## src/rtl/rob_pkg.sv

```systemverilog
// Shared types and widths for the reorder buffer: entry layout, tag and pointer widths.
// Register-file sizes mirror the core's physical data/status register counts.
package rob_pkg;

  localparam int ROB_DEPTH     = 16;
  localparam int ROB_NUM_D_REG = 32;
  localparam int ROB_NUM_S_REG = 16;

  localparam int ROB_TAG_W = $clog2(ROB_DEPTH);
  localparam int ROB_PTR_W = ROB_TAG_W + 1;
  localparam int D_ADDR_W  = $clog2(ROB_NUM_D_REG);
  localparam int S_ADDR_W  = $clog2(ROB_NUM_S_REG);

  typedef logic [ROB_TAG_W-1:0] rob_tag_t;
  typedef logic [ROB_PTR_W-1:0] rob_ptr_t;

  typedef struct packed {
    logic                busy;
    logic                done;
    logic                write_rw;
    logic [D_ADDR_W-1:0] prev_rw_addr;
    logic                write_rs;
    logic [S_ADDR_W-1:0] prev_rs_addr;
  } rob_entry_t;

endpackage

```

## src/rtl/reorder_buffer.sv

```systemverilog
// In-order retirement buffer: rename allocates at tail, pipes a/c mark entries done by tag,
// the oldest done entry retires through registered commit outputs, one per cycle.
module reorder_buffer
  import rob_pkg::*;
#(
  parameter int DEPTH     = ROB_DEPTH,
  parameter int NUM_D_REG = ROB_NUM_D_REG,
  parameter int NUM_S_REG = ROB_NUM_S_REG
) (
  input  logic                         clk,
  input  logic                         n_rst,
  input  logic                         alloc_valid,
  output logic                         alloc_ready,
  input  logic                         alloc_write_rw,
  input  logic [$clog2(NUM_D_REG)-1:0] alloc_prev_rw_addr,
  input  logic                         alloc_write_rs,
  input  logic [$clog2(NUM_S_REG)-1:0] alloc_prev_rs_addr,
  output logic [$clog2(DEPTH)-1:0]     alloc_tag,
  input  logic                         cmp_a_valid,
  input  logic [$clog2(DEPTH)-1:0]     cmp_a_tag,
  input  logic                         cmp_c_valid,
  input  logic [$clog2(DEPTH)-1:0]     cmp_c_tag,
  input  logic                         flush,
  output logic                         commit_valid,
  output logic                         commit_write_rw,
  output logic [$clog2(NUM_D_REG)-1:0] commit_prev_rw_addr,
  output logic                         commit_write_rs,
  output logic [$clog2(NUM_S_REG)-1:0] commit_prev_rs_addr,
  output logic [$clog2(DEPTH):0]       count
);

  localparam int TAG_W = $clog2(DEPTH);
  localparam int PTR_W = TAG_W + 1;

  rob_entry_t             entries [DEPTH];
  logic       [PTR_W-1:0] head;
  logic       [PTR_W-1:0] tail;
  logic       [TAG_W-1:0] head_idx;
  logic       [TAG_W-1:0] tail_idx;
  rob_entry_t             head_entry;
  logic                   full;
  logic                   do_alloc;
  logic                   do_commit;

  assign head_idx   = head[TAG_W-1:0];
  assign tail_idx   = tail[TAG_W-1:0];
  assign head_entry = entries[head_idx];

  // Same index with differing wrap bits means the tail has lapped the head.
  assign full        = (head_idx == tail_idx) && (head[TAG_W] != tail[TAG_W]);
  assign alloc_ready = ~full;
  assign alloc_tag   = tail_idx;
  assign count       = tail - head;
  assign do_alloc    = alloc_valid & ~full;
  assign do_commit   = head_entry.busy & head_entry.done;

  // NOTE: every register here is assigned with <= so all reads see pre-edge state;
  // that is what makes a head completion commit one edge later rather than immediately.
  always_ff @(posedge clk) begin
    if (!n_rst || flush) begin
      head         <= '0;
      tail         <= '0;
      commit_valid <= 1'b0;
      // NOTE: only the busy/done flags are cleared; entry payload is don't-care until
      // reallocated, so the storage array needs no reset of its data fields.
      for (int i = 0; i < DEPTH; i++) begin
        entries[i].busy <= 1'b0;
        entries[i].done <= 1'b0;
      end
      if (!n_rst) begin
        commit_write_rw     <= 1'b0;
        commit_prev_rw_addr <= '0;
        commit_write_rs     <= 1'b0;
        commit_prev_rs_addr <= '0;
      end
    end else begin
      if (cmp_a_valid && entries[cmp_a_tag].busy) entries[cmp_a_tag].done <= 1'b1;
      if (cmp_c_valid && entries[cmp_c_tag].busy) entries[cmp_c_tag].done <= 1'b1;

      if (do_alloc) begin
        entries[tail_idx] <= '{busy:         1'b1,
                               done:         1'b0,
                               write_rw:     alloc_write_rw,
                               prev_rw_addr: alloc_prev_rw_addr,
                               write_rs:     alloc_write_rs,
                               prev_rs_addr: alloc_prev_rs_addr};
        tail <= tail + PTR_W'(1);
      end

      // Retirement is last so it overrides a same-edge completion naming the head.
      if (do_commit) begin
        commit_valid           <= 1'b1;
        commit_write_rw        <= head_entry.write_rw;
        commit_prev_rw_addr    <= head_entry.prev_rw_addr;
        commit_write_rs        <= head_entry.write_rs;
        commit_prev_rs_addr    <= head_entry.prev_rs_addr;
        entries[head_idx].busy <= 1'b0;
        entries[head_idx].done <= 1'b0;
        head                   <= head + PTR_W'(1);
      end else begin
        commit_valid <= 1'b0;
      end
    end
  end

endmodule

```

## config.mk

```make
export PLATFORM = sky130hd
export DESIGN_NAME = reorder_buffer
export DESIGN_NICKNAME = d
export VERILOG_FILES = /design/src/rtl/rob_pkg.sv /design/src/rtl/reorder_buffer.sv
export SDC_FILE = /design/constraint.sdc
export NUM_CORES = 1
export LEC_CHECK = 0
export CORE_MARGIN = 2
export CORE_UTILIZATION = 25
export CTS_CLUSTER_SIZE = 8
export DETAILED_ROUTE_END_ITERATION = 16
export PLACE_DENSITY = 0.39
export SYNTH_ARGS = -nofsm -noshare
export SYNTH_HDL_FRONTEND = slang
export SYNTH_SLANG_ARGS = --single-unit
export TNS_END_PERCENT = 10
```

## constraint.sdc

```tcl
create_clock -name clk -period 3.1 [get_ports clk]
set_input_delay 0.62 -clock clk [delete_from_list [all_inputs] [get_ports clk]]
set_output_delay 0.62 -clock clk [all_outputs]
set_load 0.02 [all_outputs]
```

Word level (Yosys, flattened, before mapping)
Memories as Yosys holds them, arrays and structs flattened. A register that Yosys moved wholly into a read port is not among the register bits.
Index checks and enable logic that the tools add are counted.
{"block": "classes", "mux": 39, "n_eq_ne": 3, "bitwise_logic": 3, "n_reduce_logical": 11, "n_addsub": 3}
{"operator": "$mux W13", "count": 4}
{"operator": "$reduce_or A13 Y1", "count": 4}
{"operator": "$mux W4", "count": 9}
{"operator": "$mux W1", "count": 19}
{"operator": "$mux W5", "count": 3}
{"operator": "$add A5 B1 Y5 const B", "count": 2}
{"operator": "$mux W3", "count": 2}
{"operator": "$sub A5 B5 Y5", "count": 1}
{"operator": "$eq A4 B4 Y1", "count": 1}
{"operator": "$mux W2", "count": 2}
{"operator": "$logic_and A1 B1 Y1", "count": 3}
{"operator": "$and A1 B1 Y1", "count": 2}
{"operator": "$ne A2 B2 Y1 const B", "count": 1}
{"operator": "$reduce_and A2 Y1", "count": 1}
{"operator": "$reduce_bool A2 Y1", "count": 1}
{"operator": "$logic_not A1 Y1", "count": 1}
{"operator": "$logic_or A1 B1 Y1", "count": 1}
{"operator": "$ne A1 B1 Y1", "count": 1}
{"operator": "$not A1 Y1", "count": 1}
{"block": "totals", "inputBits": 25, "mem_count": 1, "output_inout_bits": 22, "regBits": 22, "mem_bits_rw": 208}
{"memory": "entries", "depth": 16, "word_bits": 13, "rd": 3, "rd_ports_with_merged_regs": 1, "wr": 16, "line": "reorder_buffer.sv:35", "rtl": "rob_entry_t entries [DEPTH];"}

Logic depth before layout (Yosys ltp)
Gate-level depths: netlist of the first run.
{"block": "logic_depth", "depth_word": 9, "mapped_depth": 8, "depth_no_buf": 7}

Worst setup path after synthesis of the first run
No wires, ideal clock.
{"block": "synth_timing", "path_type": "register to register", "startpoint": "reg head[3]", "endpoint": "mem entries[3][0] in the netlist's numbering, enable pin", "path_buffers": 0, "setup_slack_ns": 0.538, "required_ns": 2.747, "stages_incl_launch_ff": 7, "setup_ns": 0.353, "arrival_time_ns": 2.208, "cell_sequence": "dfxtp_1 inv_1 ha_1 and4_1 a2111oi_2 nor2b_1 and2_1"}
{"item": "start: declaration", "line": "reorder_buffer.sv:36", "rtl": "logic [PTR_W-1:0] head;"}
{"item": "start signal: assignment", "line": "reorder_buffer.sv:99", "rtl": "head <= head + PTR_W'(1);"}
{"item": "end: declaration", "line": "reorder_buffer.sv:35"}

Worst setup path after layout of the first run
{"block": "layout_timing", "startpoint": "reg head[0]", "endpoint": "out count[4]"}
{"block": "layout_between", "elab_chain_cells": 1}
{"item": "$sub A5 B5 Y5", "line": "reorder_buffer.sv:53", "rtl": "assign count = tail - head;"}
{"item": "end: declaration", "line": "reorder_buffer.sv:29", "rtl": "output logic [$clog2(DEPTH):0] count"}
Every way passes these cells.

==> results of run 1 <==
-- final timing paths --
check / end / cells past startpoint / slack (ns) / start
worst min register to register: head[4] / 2 / 0.49 / head[4]
worst min-delay path: head[4] / 2 / 0.49 / head[4]
worst max register to register: entries[2][10] / 8 / 0.43 / head[3]
worst max-delay path: count[4] / 7 / 0.17 / head[0]
-- metal layers --
layer,track usage,wire (um),vias up
li1,-,-,2558
met4,0.0433,600,0
met1,0.170,11800,3008
met5,0,0,-
met2,0.224,13000,159
met3,0.0271,1180,52
-- worst max-delay path, delay by kind of cell (launching register included) --
| kind | cells | cell delay, ns |
|---|---|---|
| flops | 1 | 0.43 |
| xor+xnor | 1 | 0.16 |
| buf+inv | 2 | 0.25 |
| fa+ha+maj | 2 | 0.58 |
| compound gates | 2 | 0.38 |
-- logic make-up after synthesis --
family,after synthesis,share of synthesized area
fa+ha+maj,13,0.0174
flops,234,0.669
compound gates,96,0.0642
xor+xnor,8,0.00715
buf+inv,46,0.0248
simple gates,124,0.0739
mux,64,0.143
-- state kept, by name (all words and copies together) (netlist names), named ones only --
| name | flops |
|---|---|
| head | 5 |
| entries | 208 |
| commit_prev_rs_addr | 4 |
| commit_valid | 1 |
| commit_prev_rw_addr | 5 |
| commit_write_rw | 1 |
| tail | 5 |
| commit_write_rs | 1 |
-- metrics by stage --
step	total power, mW	instances
2_1_floorplan	3.55	585
3_3_place_gp	3.67	1164
3_5_place_dp	3.68	1164
4_1_cts	7.18	1212
5_1_grt	7.31	1212
6_report	7.07	1212
-- where the power goes --
part	internal [mW]	switching, mW	total, mW
Combinational	0.0809	0.121	0.202
Sequential	3.41	0.00525	3.41
Clock	2.11	1.34	3.45
Total	5.60	1.47	7.07
-- layout make-up --
class                      instances  share of cell area
clock buffer                      45              0.0768
clock inverter                     3             0.00401
inverter                          11             0.00339
tap                              518              0.0533
sequential                       234               0.539
multi-input combinational        305               0.247
timing repair buffer              96              0.0758
-- timing repair --
action,in CTS,in global routing
endpoints found under the setup margin,2,3
hold buffers,0,0
gates resized for setup,3,5
-- placed cells by master, fill, tap and decap left out, drive strengths merged, types with 7 or more instances in the layout --
master,n
edfxtp,187
mux4,61
buf,50
dfxtp,47
clkbuf,46
clkdlybuf4s50,42
a21oi,41
and2,23
a211oi,15
nor2,15
nand3,15
inv,14
nand2,13
ha,12
and3,11
nand4,10
nand2b,7
nor2b,7
==> impl_metrics.env, run 1 <==
export IMPL_final_layout_size_suffix_gt1_frac=0.231
export IMPL_rsz0062_at_grt="no"
export IMPL_ys_top_cells_by_area="edfxtp_1 57%, mux4_2 14%, dfxtp_1 9.6%, a21oi_1 2.1%, ha_1 1.5%"
export IMPL_finalCritPeriodShare=0.945
export IMPL_synth_seq_cells=234
export IMPL_cts_root_buf="clkbuf_16"
export IMPL_p_leak_nw=3.92
export IMPL_die_h_um=202
export IMPL_cts_num_sinks=234
export IMPL_grt_ovfl_total=0
export IMPL_endpoint_kind="output port"
export IMPL_ys_types=50
export IMPL_design_area_um2=12200
export IMPL_setup_tns_ns=0
export IMPL_finalNetCount=721
export IMPL_place_ws_ns=0.278
export IMPL_drc=0
export IMPL_synth_avg_cell_area_um2=16.7
export IMPL_status="complete, no violations"
export IMPL_synthFlopType="edfxtp_1"
export IMPL_ys_seq_area_frac=0.669
export IMPL_powerDensity_nw_per_um2=581
export IMPL_dr_first_iter_drc_count=358
export IMPL_skew_ns=0.0179
export IMPL_placed_area_um2=11200
export IMPL_row_count=72
export IMPL_multi_input_area_um2=3010
export IMPL_die_w_um=202
export IMPL_worst_slack_ns=0.171
export IMPL_cts_path_max_buffers=3
export IMPL_num_antenna_cells=0
export IMPL_hpwlAfterDp_um=17800
export IMPL_grt_antenna_before_repair=0
export IMPL_critPathKind="flop to output port"
export IMPL_max_slew_margin=0.499
export IMPL_ant_nets=0
export IMPL_postLayoutCoreUtil=0.315
export IMPL_die_area_um2=40800
export IMPL_max_cap_viol_count=0
export IMPL_syn_inst=585
export IMPL_core_area_um2=38600
export IMPL_h_tree_depth=2
export IMPL_seq_area_um2=6560
export IMPL_period_minus_slack_ns=2.93
export IMPL_worstPathArrival_ns=2.31
export IMPL_cp_required_ns=2.48
export IMPL_fill_cells=3792
export IMPL_hold_viol=0
export IMPL_syn_area_um2=9800
export IMPL_synth_nets=623
export IMPL_synth_edf_count=187
export IMPL_grtUsageTotal=0.133
export IMPL_start_util=0.253
export IMPL_yosysMostFrequentCell="edfxtp_1"
export IMPL_slew_violations=0
export IMPL_boundaryPins=47
export IMPL_path_clk_slew_ns=0.05
export IMPL_synth_top_cell_by_area="edfxtp_1"
export IMPL_cts_tree="yes"
export IMPL_synth_warnings=0
export IMPL_setup_viol=0
export IMPL_grt_pass1_wl_um=40400
export IMPL_start_kind="flop"
export IMPL_wl_per_cell_um=21.9
export IMPL_hold_class="flop to flop"
export IMPL_path_cells="ha_1 -> inv_1 -> fa_1 -> a21o_1 -> a21oi_1 -> xor2_1 -> clkbuf_2"
export IMPL_synth_commonest_cells="187 x edfxtp_1, 61 x mux4_2, 47 x dfxtp_1"
export IMPL_grt_pass1_vias=6480
export IMPL_timing_hold_ws_ns=0.487
export IMPL_worst_pin_slew_ns=0.751
export IMPL_io_buffer_count=46
export IMPL_grt_max_degree=45
export IMPL_synthArstFlopShare=0
export IMPL_crit_slowest_cell="dfxtp_1"
export IMPL_gp_congestion=0.815
export IMPL_post_cts_buffers=0
export IMPL_cts_buffers=35
export IMPL_ir_worst_vdd_mv=0.289
export IMPL_avgViaCountPerCell=4.77
export IMPL_vias=5777
export IMPL_yosysTopAreaCellShare=0.573
export IMPL_wirelength_um=26600
export IMPL_cp_slowest_stage_delay_ns=0.43
export IMPL_fmax_mhz=341
export IMPL_area_delta_synth_final_pct=24.2
export IMPL_drt_first_pass_iters=5
export IMPL_clk_latency_ns=0.52
export IMPL_crit_fanout=6
No activity file was read; power rests on OpenSTA's default activity.
==> inputs of run 2 (changes only) <==
--- a/config.mk
+++ b/config.mk
@@ -5,10 +5,12 @@
 export SDC_FILE = /design/constraint.sdc
 export NUM_CORES = 1
 export LEC_CHECK = 0
+export ABC_AREA = 1
 export CORE_MARGIN = 2
 export CORE_UTILIZATION = 25
 export CTS_CLUSTER_SIZE = 8
 export DETAILED_ROUTE_END_ITERATION = 16
+export GPL_TIMING_DRIVEN = 0
 export PLACE_DENSITY = 0.39
 export SYNTH_ARGS = -nofsm -noshare
 export SYNTH_HDL_FRONTEND = slang
==> constraint.sdc (replaced) <==
create_clock -name clk -period 3.55 [get_ports clk]
set_input_delay 0.71 -clock clk [delete_from_list [all_inputs] [get_ports clk]]
set_output_delay 0.71 -clock clk [all_outputs]
set_load 0.02 [all_outputs]
==> run 2 against run 1 <==
  * Sequential share of layout area shrank 2.5 points
  * Die area grew 8.3%
  * Worst hold slack got worse by 0.0039 ns
  * Sequential cell count unchanged
  * Clock power is 11% lower
  * Via count up 41%
  * Design area rose by 4.9%
  * Combinational power hardly changed
  * Setup slack better by 0.22 ns
  * Routed wire length rose by 39%
  * Total power down 12%
  * Critical endpoint is now count[3]
==> impl_metrics.env, run 2 <==
export IMPL_status="complete, no violations"
export IMPL_powerDensity_nw_per_um2=490
export IMPL_hpwlAfterDp_um=25000
export IMPL_yosysTopAreaCellShare=0.528
export IMPL_whs_endpoint="tail[4]"
export IMPL_power_mw=6.25
export IMPL_worst_pin_slew_ns=1.00
export IMPL_cts_buffers=35
export IMPL_final_cell_mix="232 x nand2_1, 187 x edfxtp_1, 169 x nor2_1"
export IMPL_synth_nets=1118
export IMPL_cts_num_sinks=234
export IMPL_start_util=0.253
export IMPL_skew_ns=0.0164
export IMPL_setup_viol=0
export IMPL_ys_types=31
export IMPL_cp_required_ns=2.84
export IMPL_rr_startpoint="head[2]"
export IMPL_cts_path_max_buffers=3
export IMPL_grt_use_met1=0.228
export IMPL_post_cts_buffers=0
export IMPL_grt_busiest_layer="met2"
export IMPL_grtUsageTotal=0.168
export IMPL_timing_rr_end="entries[3][6]"
export IMPL_die_area_um2=44200
export IMPL_yosysMostFrequentCell="nand2_1"
export IMPL_clk_latency_ns=0.50
export IMPL_max_slew_margin=0.331
export IMPL_boundaryPins=47
export IMPL_max_cap_viol_count=0
export IMPL_finalCritPeriodShare=0.889
export IMPL_synthArstFlopShare=0
export IMPL_hold_viol=0
export IMPL_syn_area_um2=10600
export IMPL_reg2reg_slack_ns=0.63
export IMPL_finalNetCount=1200
export IMPL_rsz0062_at_grt="no"
export IMPL_synth_seq_cells=234
export IMPL_ys_top_cells_by_area="edfxtp_1 53%, dfxtp_1 8.9%, nand2_1 8.2%, nor2_1 6.0%, o21ai_0 4.3%"
export IMPL_largest_reg_flops=208
export IMPL_cts_tree="yes"
export IMPL_multi_input_area_um2=3450
export IMPL_top_register="entries"
export IMPL_path_clk_slew_ns=0.05
export IMPL_p_leak_nw=4.91
export IMPL_grt_pass1_wl_um=53900
export IMPL_ant_nets=0
export IMPL_place_ws_ns=0.237
export IMPL_ys_seq_area_frac=0.617
export IMPL_endpoint_kind="output port"
export IMPL_synth_commonest_cells="232 x nand2_1, 187 x edfxtp_1, 170 x nor2_1"
export IMPL_hold_path_startpoint="tail[4]"
export IMPL_synthFlopType="edfxtp_1"
export IMPL_grt_ovfl_total=0
export IMPL_syn_inst=1080
export IMPL_wl_per_cell_um=21.5
export IMPL_row_count=75
export IMPL_final_common_cell="nand2_1"
export IMPL_final_layout_size_suffix_gt1_frac=0.0823
export IMPL_synth_edf_count=187
export IMPL_vias=8122
export IMPL_slew_violations=0
export IMPL_start_kind="flop"
export IMPL_h_tree_depth=2
export IMPL_gp_congestion=0.825
export IMPL_num_antenna_cells=0
export IMPL_grt_pass1_vias=8209
export IMPL_setup_tns_ns=0
export IMPL_fill_cells=4366
export IMPL_grt_max_degree=17
export IMPL_grt_antenna_before_repair=0
export IMPL_area_delta_synth_final_pct=20.0
export IMPL_fmax_mhz=317
export IMPL_worstPathArrival_ns=2.45
export IMPL_hold_class="flop to flop"
export IMPL_worst_slack_ns=0.394
export IMPL_synth_top_cell_by_area="edfxtp_1"
export IMPL_synth_warnings=0
export IMPL_die_w_um=210
export IMPL_period_minus_slack_ns=3.16
export IMPL_synth_avg_cell_area_um2=9.84
export IMPL_io_buffer_count=45
export IMPL_worstHoldPathCells=2
export IMPL_wirelength_um=37000
export IMPL_met3_usage=0.0276
export IMPL_cts_root_buf="clkbuf_16"
export IMPL_gr_usage_met2=0.274
export IMPL_crit_fanout=7
export IMPL_drt_first_pass_iters=7
export IMPL_seq_area_um2=6560
export IMPL_ir_worst_vdd_mv=0.235
export IMPL_core_area_um2=41900
export IMPL_dr_first_iter_drc_count=717
export IMPL_reg2regPathDepth=10
export IMPL_die_h_um=210
export IMPL_avgViaCountPerCell=4.73
export IMPL_drc=0
export IMPL_critPathKind="flop to output port"
==> run 2: critical path, stage by stage, from the launching register on <==
cell and delay (ns):
dfxtp_1 0.46, inv_1 0.12, ha_1 0.35, a21oi_1 0.14, nand2_1 0.08, xor2_1 0.15
clkdlybuf4s50_1 0.63
==> run 2: how the worst max path moves through the flow <==
| stage | start | to | slack, ns | cells past startpoint |
|---|---|---|---|---|
| after floorplan | head[2] | entries[14][0] | 1.11 | 10 |
| after global placement | n_rst | entries[14][0] | -0.18 | 7 |
| after CTS | tail[0] | count[4] | 0.0002 | 7 |
| after detailed placement | n_rst | entries[3][2] | 0.24 | 8 |
| final | head[2] | count[3] | 0.39 | 6 |
| after global routing | head[2] | count[3] | 0.25 | 6 |
==> run 2: logic make-up after synthesis <==
| group | share of synthesized area |
|---|---|
| DFF | 0.617 |
| adders and majority gates | 0.0160 |
| buffers and inverters | 0.0592 |
| xor gates and xnor gates | 0.00577 |
| AOI/OAI and AO/OA | 0.105 |
| and+or+nand+nor | 0.197 |
==> run 2: where the power goes <==
group	internal, mW	leakage [nW]	switching, mW	total [mW]
clock	1.89	0.478	1.18	3.06
combinational	0.0629	2.36	0.142	0.205
sequential	2.98	2.08	0.00626	2.98
==> run 2: cell type report <==
type | instances | area share
sequential | 234 | 0.514
timing repair buffer | 46 | 0.0364
clock buffer | 52 | 0.0770
multi-input combinational | 699 | 0.270
inverter | 90 | 0.0265
clock inverter | 1 | 0.000686
tap | 539 | 0.0529
buffer | 56 | 0.0226
==> run 2: stage by stage <==
step                instance area (um2)  instances  hold WS (ns)   util
finish                            12800       1717         0.484  0.304
global route                      12800       1717         0.521  0.304
CTS                               12800       1718         0.492  0.304
detailed placement                11800       1665         0.484  0.281
global placement                  11800       1664         0.481  0.280
floorplan                         10600       1080         0.451      -
==> run 2: repair_timing <==
item                       4_1_cts  5_1_grt
setup endpoints to repair        0        1
hold buffers                     0        0
resized for setup                0        1
==> run 2: metal layers <==
layer / routed length (um) / share of wire
met3: 1580 / 0.043
met2: 17000 / 0.46
met4: 1060 / 0.029
met5: 0 / 0
met1: 17300 / 0.47
